## src/rtl/pipeline_ctrl_pkg.sv

```systemverilog
// Shared types and constants for the five-stage pipeline hazard controller.
//   state_e   : controller FSM states (RUN, WAIT)
//   FWD_*     : ALU operand forwarding select codes
//   REG_W     : register-index width
//   wb_src_t  : a writer stage as seen by the forwarding logic
//   fwd_sel() : forwarding priority for one ALU source operand
package pipeline_ctrl_pkg;

  localparam int REG_W = 5;

  typedef enum logic {RUN = 1'b0, WAIT = 1'b1} state_e;

  localparam logic [1:0] FWD_RF  = 2'b00;
  localparam logic [1:0] FWD_MEM = 2'b10;
  localparam logic [1:0] FWD_WB  = 2'b01;

  typedef struct packed {
    logic             regwrite;
    logic [REG_W-1:0] rd;
  } wb_src_t;

  // EX/MEM is the younger producer, so it wins over MEM/WB.
  // $0 is never forwarded because it is hardwired to zero.
  function automatic logic [1:0] fwd_sel(input logic [REG_W-1:0] src,
                                         input wb_src_t mem, input wb_src_t wb);
    if (mem.regwrite && mem.rd != '0 && mem.rd == src) return FWD_MEM;
    if (wb.regwrite  && wb.rd  != '0 && wb.rd  == src) return FWD_WB;
    return FWD_RF;
  endfunction

endpackage

```

## src/rtl/forward_unit.sv

```systemverilog
// EX-stage forwarding selects, one lane per ALU source operand.
//   src   : source register indices of the EX instruction (lane 0 = rs, 1 = rt)
//   exmem : RegWrite / rd of the instruction in MEM
//   memwb : RegWrite / rd of the instruction in WB
//   fwd   : per-lane operand select (FWD_RF / FWD_MEM / FWD_WB)
module forward_unit
  import pipeline_ctrl_pkg::*;
#(
  parameter int NUM_SRC = 2
) (
  input  logic [NUM_SRC-1:0][REG_W-1:0] src,
  input  wb_src_t                       exmem,
  input  wb_src_t                       memwb,
  output logic [NUM_SRC-1:0][1:0]       fwd
);

  for (genvar g = 0; g < NUM_SRC; g++) begin : g_src
    assign fwd[g] = fwd_sel(src[g], exmem, memwb);
  end

endmodule

```

## src/rtl/pipeline_ctrl.sv

```systemverilog
// Hazard and sequencing controller for a five-stage MIPS pipeline.
// Drives PC / IF-ID / ID-EX / EX-MEM / MEM-WB load enables and bubble
// flushes, handles load-use stalls, taken-branch flushes and a data-memory
// freeze of MEM_WAIT cycles, produces EX forwarding selects and keeps
// saturating stall / flush statistics.
//   clk, rst                    : clock, async active-high reset
//   ifid_rs/rt                  : sources of the ID instruction
//   idex_rs/rt, idex_memread,
//   idex_rt_dst                 : EX instruction sources and load info
//   exmem_/memwb_regwrite, _rd  : writers in MEM / WB
//   exmem_memaccess             : MEM instruction touches data memory
//   branch_taken                : resolved taken branch
//   *_we, *_flush               : stage register enables / bubble inserts
//   fwd_a, fwd_b                : ALU operand selects
//   stall_count, flush_count    : saturating statistics
module pipeline_ctrl
  import pipeline_ctrl_pkg::*;
#(
  parameter int MEM_WAIT = 0,
  parameter int CNT_W    = 16
) (
  input  logic             clk,
  input  logic             rst,
  input  logic [REG_W-1:0] ifid_rs,
  input  logic [REG_W-1:0] ifid_rt,
  input  logic [REG_W-1:0] idex_rs,
  input  logic [REG_W-1:0] idex_rt,
  input  logic             idex_memread,
  input  logic [REG_W-1:0] idex_rt_dst,
  input  logic             exmem_regwrite,
  input  logic             memwb_regwrite,
  input  logic [REG_W-1:0] exmem_rd,
  input  logic [REG_W-1:0] memwb_rd,
  input  logic             exmem_memaccess,
  input  logic             branch_taken,
  output logic             pc_we,
  output logic             ifid_we,
  output logic             idex_we,
  output logic             exmem_we,
  output logic             memwb_we,
  output logic             ifid_flush,
  output logic             idex_flush,
  output logic             exmem_flush,
  output logic [1:0]       fwd_a,
  output logic [1:0]       fwd_b,
  output logic [CNT_W-1:0] stall_count,
  output logic [CNT_W-1:0] flush_count
);

  localparam int WCNT_W = ($clog2(MEM_WAIT + 1) < 1) ? 1 : $clog2(MEM_WAIT + 1);
  localparam logic [WCNT_W-1:0] WCNT_INIT = WCNT_W'((MEM_WAIT > 0) ? MEM_WAIT - 1 : 0);
  localparam bit HAS_WAIT = (MEM_WAIT > 0);

  state_e            state, state_n;
  logic [WCNT_W-1:0] wcnt, wcnt_n;
  logic              frozen, load_use, stall_inc, flush_inc;
  logic [1:0][1:0]   fwd;

  // In WAIT with wcnt==0 the pipeline is released for one cycle; a memory
  // access still sitting in MEM during that cycle is the one retiring, so
  // only RUN may start a new freeze.
  assign frozen   = (state == RUN) ? (exmem_memaccess && HAS_WAIT) : (wcnt != '0);
  assign load_use = idex_memread && idex_rt_dst != '0 &&
                    (idex_rt_dst == ifid_rs || idex_rt_dst == ifid_rt);

  // State register
  always_ff @(posedge clk or posedge rst) begin
    if (rst) begin
      state <= RUN;
      wcnt  <= '0;
    end else begin
      state <= state_n;
      wcnt  <= wcnt_n;
    end
  end

  // Next state
  always_comb begin
    state_n = state;
    wcnt_n  = wcnt;
    case (state)
      RUN: if (frozen) begin
        state_n = WAIT;
        wcnt_n  = WCNT_INIT;
      end
      WAIT: if (wcnt != '0) wcnt_n = wcnt - 1'b1;
            else            state_n = RUN;
      default: state_n = RUN;
    endcase
  end

  // Outputs: priority reset > freeze > branch > load-use > run
  always_comb begin
    {pc_we, ifid_we, idex_we, exmem_we, memwb_we} = '0;
    {ifid_flush, idex_flush, exmem_flush}         = '0;
    stall_inc = 1'b0;
    flush_inc = 1'b0;
    if (rst) begin
      // everything held low
    end else if (frozen) begin
      stall_inc = 1'b1;
    end else if (branch_taken) begin
      {pc_we, ifid_we, idex_we, exmem_we, memwb_we} = '1;
      {ifid_flush, idex_flush, exmem_flush}         = '1;
      flush_inc = 1'b1;
    end else if (load_use) begin
      {idex_we, exmem_we, memwb_we} = '1;
      idex_flush = 1'b1;
      stall_inc  = 1'b1;
    end else begin
      {pc_we, ifid_we, idex_we, exmem_we, memwb_we} = '1;
    end
  end

  // Saturating statistics
  always_ff @(posedge clk or posedge rst) begin
    if (rst) begin
      stall_count <= '0;
      flush_count <= '0;
    end else begin
      if (stall_inc && stall_count != '1) stall_count <= stall_count + 1'b1;
      if (flush_inc && flush_count != '1) flush_count <= flush_count + 1'b1;
    end
  end

  forward_unit #(.NUM_SRC(2)) u_fwd (
    .src   ({idex_rt, idex_rs}),
    .exmem ('{regwrite: exmem_regwrite, rd: exmem_rd}),
    .memwb ('{regwrite: memwb_regwrite, rd: memwb_rd}),
    .fwd   (fwd)
  );

  assign fwd_a = rst ? FWD_RF : fwd[0];
  assign fwd_b = rst ? FWD_RF : fwd[1];

endmodule

```

## config.mk

```make
export PLATFORM = sky130hd
export DESIGN_NAME = pipeline_ctrl
export DESIGN_NICKNAME = d
export VERILOG_FILES = /design/src/rtl/pipeline_ctrl_pkg.sv /design/src/rtl/forward_unit.sv /design/src/rtl/pipeline_ctrl.sv
export SDC_FILE = /design/constraint.sdc
export NUM_CORES = 1
export LEC_CHECK = 0
export BUFFER_PORTS_ARGS = -buffer_cell sky130_fd_sc_hd__buf_4
export CAP_MARGIN = 20
export CORE_ASPECT_RATIO = 1.2
export CORE_MARGIN = 3
export CORE_UTILIZATION = 43
export CTS_CLUSTER_SIZE = 40
export DETAILED_ROUTE_END_ITERATION = 7
export HOLD_SLACK_MARGIN = 0.15
export MAX_ROUTING_LAYER = met4
export PLACE_DENSITY_LB_ADDON = 0.12
export SLEW_MARGIN = 20
export SYNTH_ARGS = -nofsm -noshare
export SYNTH_HDL_FRONTEND = slang
export SYNTH_SLANG_ARGS = --single-unit
```

## constraint.sdc

```tcl
create_clock -name clk -period 1.85 [get_ports clk]
set_input_delay 0.0925 -clock clk [delete_from_list [all_inputs] [get_ports clk]]
set_output_delay 0.0925 -clock clk [all_outputs]
set_load 0.01 [all_outputs]
```

Word-level counts from Yosys, hierarchy flattened
Index checks and enable logic that the tools add are counted.
{"block": "classes", "add_sub_neg": 3, "eq_ne": 9, "muxes": 39, "n_bitwise": 1, "reduce_logical": 14}
{"operator": "16-bit by 1-bit adder with 16-bit output, second input constant", "count": 2}
{"operator": "16-bit inequality test, second input constant", "count": 2}
{"operator": "5-bit equality test", "count": 6}
{"operator": "1-bit two-way mux", "count": 27}
{"operator": "2-bit two-way mux", "count": 10}
{"operator": "5-bit nonzero test", "count": 3}
{"operator": "1-bit logical AND", "count": 10}
{"operator": "1-bit case mux with 2 select lines", "count": 2}
{"operator": "2-bit inequality test, second input constant", "count": 1}
{"operator": "1-bit logical OR", "count": 1}
{"operator": "1-bit NOT", "count": 1}
{"operator": "1-bit subtractor, second input constant", "count": 1}
{"block": "word_totals", "ff_bits": 34, "in_bits": 42}

Depth between registers and ports, before layout
{"block": "depth", "depth_word": 8, "ltp_mapped": 6, "mapped_depth_nobuf": 6}

By module
From an unflattened synthesis, not the netlist that was laid out.
{"block": "unflattened", "cells_unflattened": 206, "area_unflattened_um2": 2042.0}
{"module": "pipeline_ctrl", "n_inst": 1, "cells_each": 172, "area_each_um2": 1771.7}
{"module": "forward_unit", "n_inst": 1, "cells_each": 34, "area_each_um2": 270.3}

Least setup slack after synthesis
OpenSTA, ideal clock, no wires.
{"block": "synth_timing", "kind": "input port to output port", "from": "input port rst", "to": "output port fwd_b[0]", "arrival_ns": 2.003, "required_time_ns": 1.757, "setup_slack_ns": -0.246, "cell_stages": 4, "n_path_buf": 0, "cell_sequence": "inv_1 > o211ai_1 > or4_1 > nor4_1"}
{"block": "synth_between", "elab_chain_len": 1}
{"item": "start, declared", "line_no": "pipeline_ctrl.sv:23", "source": "input logic rst,"}
{"item": "2-bit two-way mux", "line_no": "pipeline_ctrl.sv:134", "source": "assign fwd_b = rst ? FWD_RF : fwd[1];"}
{"item": "end, declared", "line_no": "pipeline_ctrl.sv:45", "source": "output logic [1:0] fwd_b,"}
No other way between the ends.

Worst setup path in the final report
{"block": "layout_timing", "from": "register stall_count[0]", "to": "register stall_count[12]"}
{"block": "layout_between", "elab_chain_len": 2, "word_cells_on_any_way": 3, "cone_classes": "add/sub: 1; eq/ne: 1; reduce/logical: 1"}
{"item": "start, declared", "line_no": "pipeline_ctrl.sv:46", "source": "output logic [CNT_W-1:0] stall_count,"}
{"item": "start signal, assigned", "line_no": "pipeline_ctrl.sv:121", "source": "if (stall_inc && stall_count != '1) stall_count <= stall_count + 1'b1;"}
{"item": "parallel branches: the longest is 2 deep, another holds 16-bit by 1-bit adder with 16-bit output"}
Several ways; the timed one is not identified.
A chain may end at the register's enable or synchronous reset.

==> metrics.json <==
{
  "global_route": {
    "grt_overflow": 0,
    "grt_start_max_net_pins": 37,
    "groute.layer.met3.usage_pct": 4.65,
    "groute.layer.met1.usage_pct": 21.5,
    "first_global_vias": 1933,
    "grt_first_pass_wirelength_um": 8420,
    "global_route.peak_usage_layer": "met2",
    "groute.layer.met2.usage_pct": 32.3,
    "antenna_found_initial": 0,
    "grt_use_total_pct": 18.9
  },
  "pwr": {
    "p_seq_share_pct": 43.1,
    "power.switching_fraction_pct": 30.2,
    "combinational_share_of_power_pct": 29.4,
    "standby_leakage_power_nw": 1.42,
    "clock_power_share_pct": 27.5,
    "pwr_density_cell_mw_per_mm2": 675,
    "cellInternalPower_mw": 1.40,
    "ir_drop_mv": 0.357,
    "design_power_total_mw": 2.00,
    "power_switching_mw": 0.605
  },
  "die": {
    "die_w_um": 69.1,
    "design.die.area_mm2": 0.00565,
    "io_pins": 86,
    "initial_utilization_pct": 46.5,
    "fp.coreArea_mm2": 0.00442,
    "fp-row-count": 26,
    "die_h_um": 81.7
  },
  "final_layout": {
    "flip_flop_and_latch_area_um2": 801,
    "antennaDiodeCount": 0,
    "final_net_count": 351,
    "syn2layout_area_growth_pct": 44.2,
    "layout-drive-gt1-share_pct": 39.3,
    "n_fill_cell": 403,
    "multi_input_combinational_cell_area_mm2": 0.00122
  },
  "yosys": {
    "synth_flop_cell": "sky130_fd_sc_hd__dfrtp_1",
    "syn_inst": 205,
    "yosys.cell_count.top_type": "sky130_fd_sc_hd__xnor2_1",
    "syn_avg_cell_area_um2": 10.0,
    "postSynthNetCount": 249,
    "synth.top_cells.by_count": "38 x sky130_fd_sc_hd__xnor2_1, 32 x sky130_fd_sc_hd__dfrtp_1, 23 x sky130_fd_sc_hd__nand3_1, 20 x sky130_fd_sc_hd__xor2_1, 14 x sky130_fd_sc_hd__nand2_1",
    "ys_seq_elements": 32,
    "synth.cell_area_mm2": 0.00206,
    "post_synthesis_cell_type_with_the_largest_combined_area": "sky130_fd_sc_hd__dfrtp_1",
    "synth_area_leaders": "sky130_fd_sc_hd__dfrtp_1 39%, sky130_fd_sc_hd__xnor2_1 16%, sky130_fd_sc_hd__xor2_1 8.5%, sky130_fd_sc_hd__nand3_1 5.6%, sky130_fd_sc_hd__and3_1 3.0%",
    "synth_enable_flop_cells": 0,
    "yosysWarningCount": 0,
    "ys_async_sr_fraction_pct": 100,
    "area_share_of_the_leading_cell_type_in_the_synthesized_netlist_pct": 39.0,
    "synth_sequential_area_ratio_pct": 39.0,
    "synthDistinctLibCells": 36
  },
  "routing": {
    "route.detailed.drc": 0,
    "drt_iter0_drc": 79,
    "ant_nets": 0,
    "route.detailed.vias_per_inst": 5.24,
    "route.vias.total": 1907,
    "drt_pass1_iterations": 6,
    "wl_um": 4880,
    "wire_per_inst_um": 13.4
  },
  "critical_path": {
    "r2r_start": "stall_count[0]",
    "start_to_end_type_of_the_worst_setup_path": "reg2reg",
    "r2r-end": "stall_count[12]",
    "crit_path_end": "stall_count[12]",
    "critical_path.startpoint": "stall_count[0]",
    "worstSetupEndpointType": "flip-flop",
    "critPathRequiredTime_ns": 2.02,
    "regToRegSetupSlack_ns": 0.07,
    "critPathMaxFanout": 5,
    "worstSetupStartpointType": "flip-flop",
    "worst-r2r-cell-count": 6,
    "arrival_time_reported_for_the_critical_path_endpoint_ns": 1.94
  },
  "clock_network": {
    "htreeDepth": 2,
    "cts_buffer_depth": 2,
    "path_clk_slew_ns": 0.06,
    "clock_sinks": 32,
    "cts-buffers-inserted": 5,
    "insertion_delay_to_the_later_sink_of_the_worst_skew_pair_ns": 0.28,
    "cts_tree": "done",
    "ctsRootBufferMaster": "sky130_fd_sc_hd__clkbuf_8"
  },
  "place": {
    "dp.final_hpwl_um": 3920,
    "place.gp.congestion": 0.837,
    "port_buffers": 84
  },
  "run_status": {
    "status": "finished, final reports clean"
  },
  "sta": {
    "timing.slew.headroom_pct": 71.2,
    "achievable-frequency_ghz": 0.563,
    "unrepaired_setup_endpoints_after_global_routing": "false",
    "setup_viol": 0,
    "skew_ns": 0.00443,
    "timing.final.hold_violations": 0,
    "min_period_over_period_pct": 96.0,
    "fin_hold_ws_ns": 0.284,
    "timing.final.max_slew_violations": 0,
    "worst_pin_slew_ns": 0.432,
    "period_needed_ns": 1.78
  },
  "job": {
    "cap_viol_max_count": 0
  },
  "worst_hold_path": {
    "hp-class": "in2reg"
  }
}
-- how the worst min path moves through the flow --
stage / startpoint / end / slack [ns] / cells after the start
2_1_floorplan: rst / flush_count[0] / 0.06 / 1
3_3_place_gp: rst / stall_count[12] / 0.29 / 3
3_5_place_dp: rst / flush_count[1] / 0.29 / 3
4_1_cts: idex_memread / stall_count[3] / 0.28 / 5
5_1_grt: idex_memread / stall_count[3] / 0.32 / 5
6_report: idex_memread / stall_count[3] / 0.28 / 5
-- logic make-up (layout without fill, tap and decap cells) --
group | after synthesis | after routing | synth area share (%)
AO/OA/AOI/OAI | 10 | 10 | 4.87
XOR/XNOR | 58 | 58 | 24.7
adder cells (fa/ha/maj) | 2 | 2 | 1.22
buffers and inverters | 9 | 112 | 2.56
flip-flops | 32 | 32 | 39.0
multiplexers | 4 | 4 | 2.19
AND/OR/NAND/NOR | 90 | 90 | 25.5
-- layout by cell type, fill, tap and decap left out, drive strengths merged, types with 6 or more instances in the layout --
cell type,instances
and3,10
and4,6
buf,99
clkbuf,6
dfrtp,32
nand2,15
nand3,23
nor2,7
xnor2,38
xor2,20
-- registers in the layout, summed over array words and instances (netlist names) --
name and flops:
stall_count 16, flush_count 16
-- area by class of cell --
cell class	instances	area share, %
Sequential cell	32	27.0
Tap cell	56	2.36
Timing Repair Buffer	100	25.8
Multi-Input combinational cell	164	41.1
Inverter	4	0.633
Clock buffer	6	2.78
Clock inverter	2	0.338
-- repair_timing --
action                                  CTS  global route
gates resized for setup                   1             2
hold buffers                              1             0
hold endpoints to repair                 32             0
endpoints found under the setup margin    1             2
pin swaps                                 0             1
setup buffers                             0             2
-- stage by stage --
step	worst slack, ns	TNS [ns]	cells	utilization (%)	instance area, µm²
2_1_floorplan	0.0210	0	205	-	2060
3_3_place_gp	0.0804	0	353	64.1	2840
3_5_place_dp	-0.000346	-0.000346	353	64.1	2840
4_1_cts	0.00718	0	362	66.5	2940
5_1_grt	0.00440	0	364	67.0	2970
6_report	0.0748	0	364	67.0	2970
-- layer usage --
| layer | up-vias | share of wire (%) | wire, µm |
|---|---|---|---|
| met4 | 0 | 2.0 | 97 |
| li1 | 936 | - | - |
| met5 | - | 0 | 0 |
| met3 | 9 | 7.2 | 353 |
| met1 | 891 | 42 | 2050 |
| met2 | 71 | 49 | 2380 |
-- critical path, stage by stage, from the launching register on --
cell and delay [ns]:
sky130_fd_sc_hd__dfrtp_1 0.37, sky130_fd_sc_hd__ha_2 0.20, sky130_fd_sc_hd__and4_4 0.25, sky130_fd_sc_hd__and3_4 0.21, sky130_fd_sc_hd__nand4_1 0.11, sky130_fd_sc_hd__nor3b_2 0.18, sky130_fd_sc_hd__mux2_2 0.34
-- power by group through the flow --
stage / logic [mW] / clock network (mW) / registers (mW)
CTS: 0.596 / 0.567 / 0.863
detailed placement: 0.593 / 0 / 0.874
global route: 0.655 / 0.601 / 0.875
floorplan: 0.220 / 0 / 0.906
finish: 0.588 / 0.550 / 0.864
global placement: 0.581 / 0 / 0.869
(Power assumes the default switching activity.)
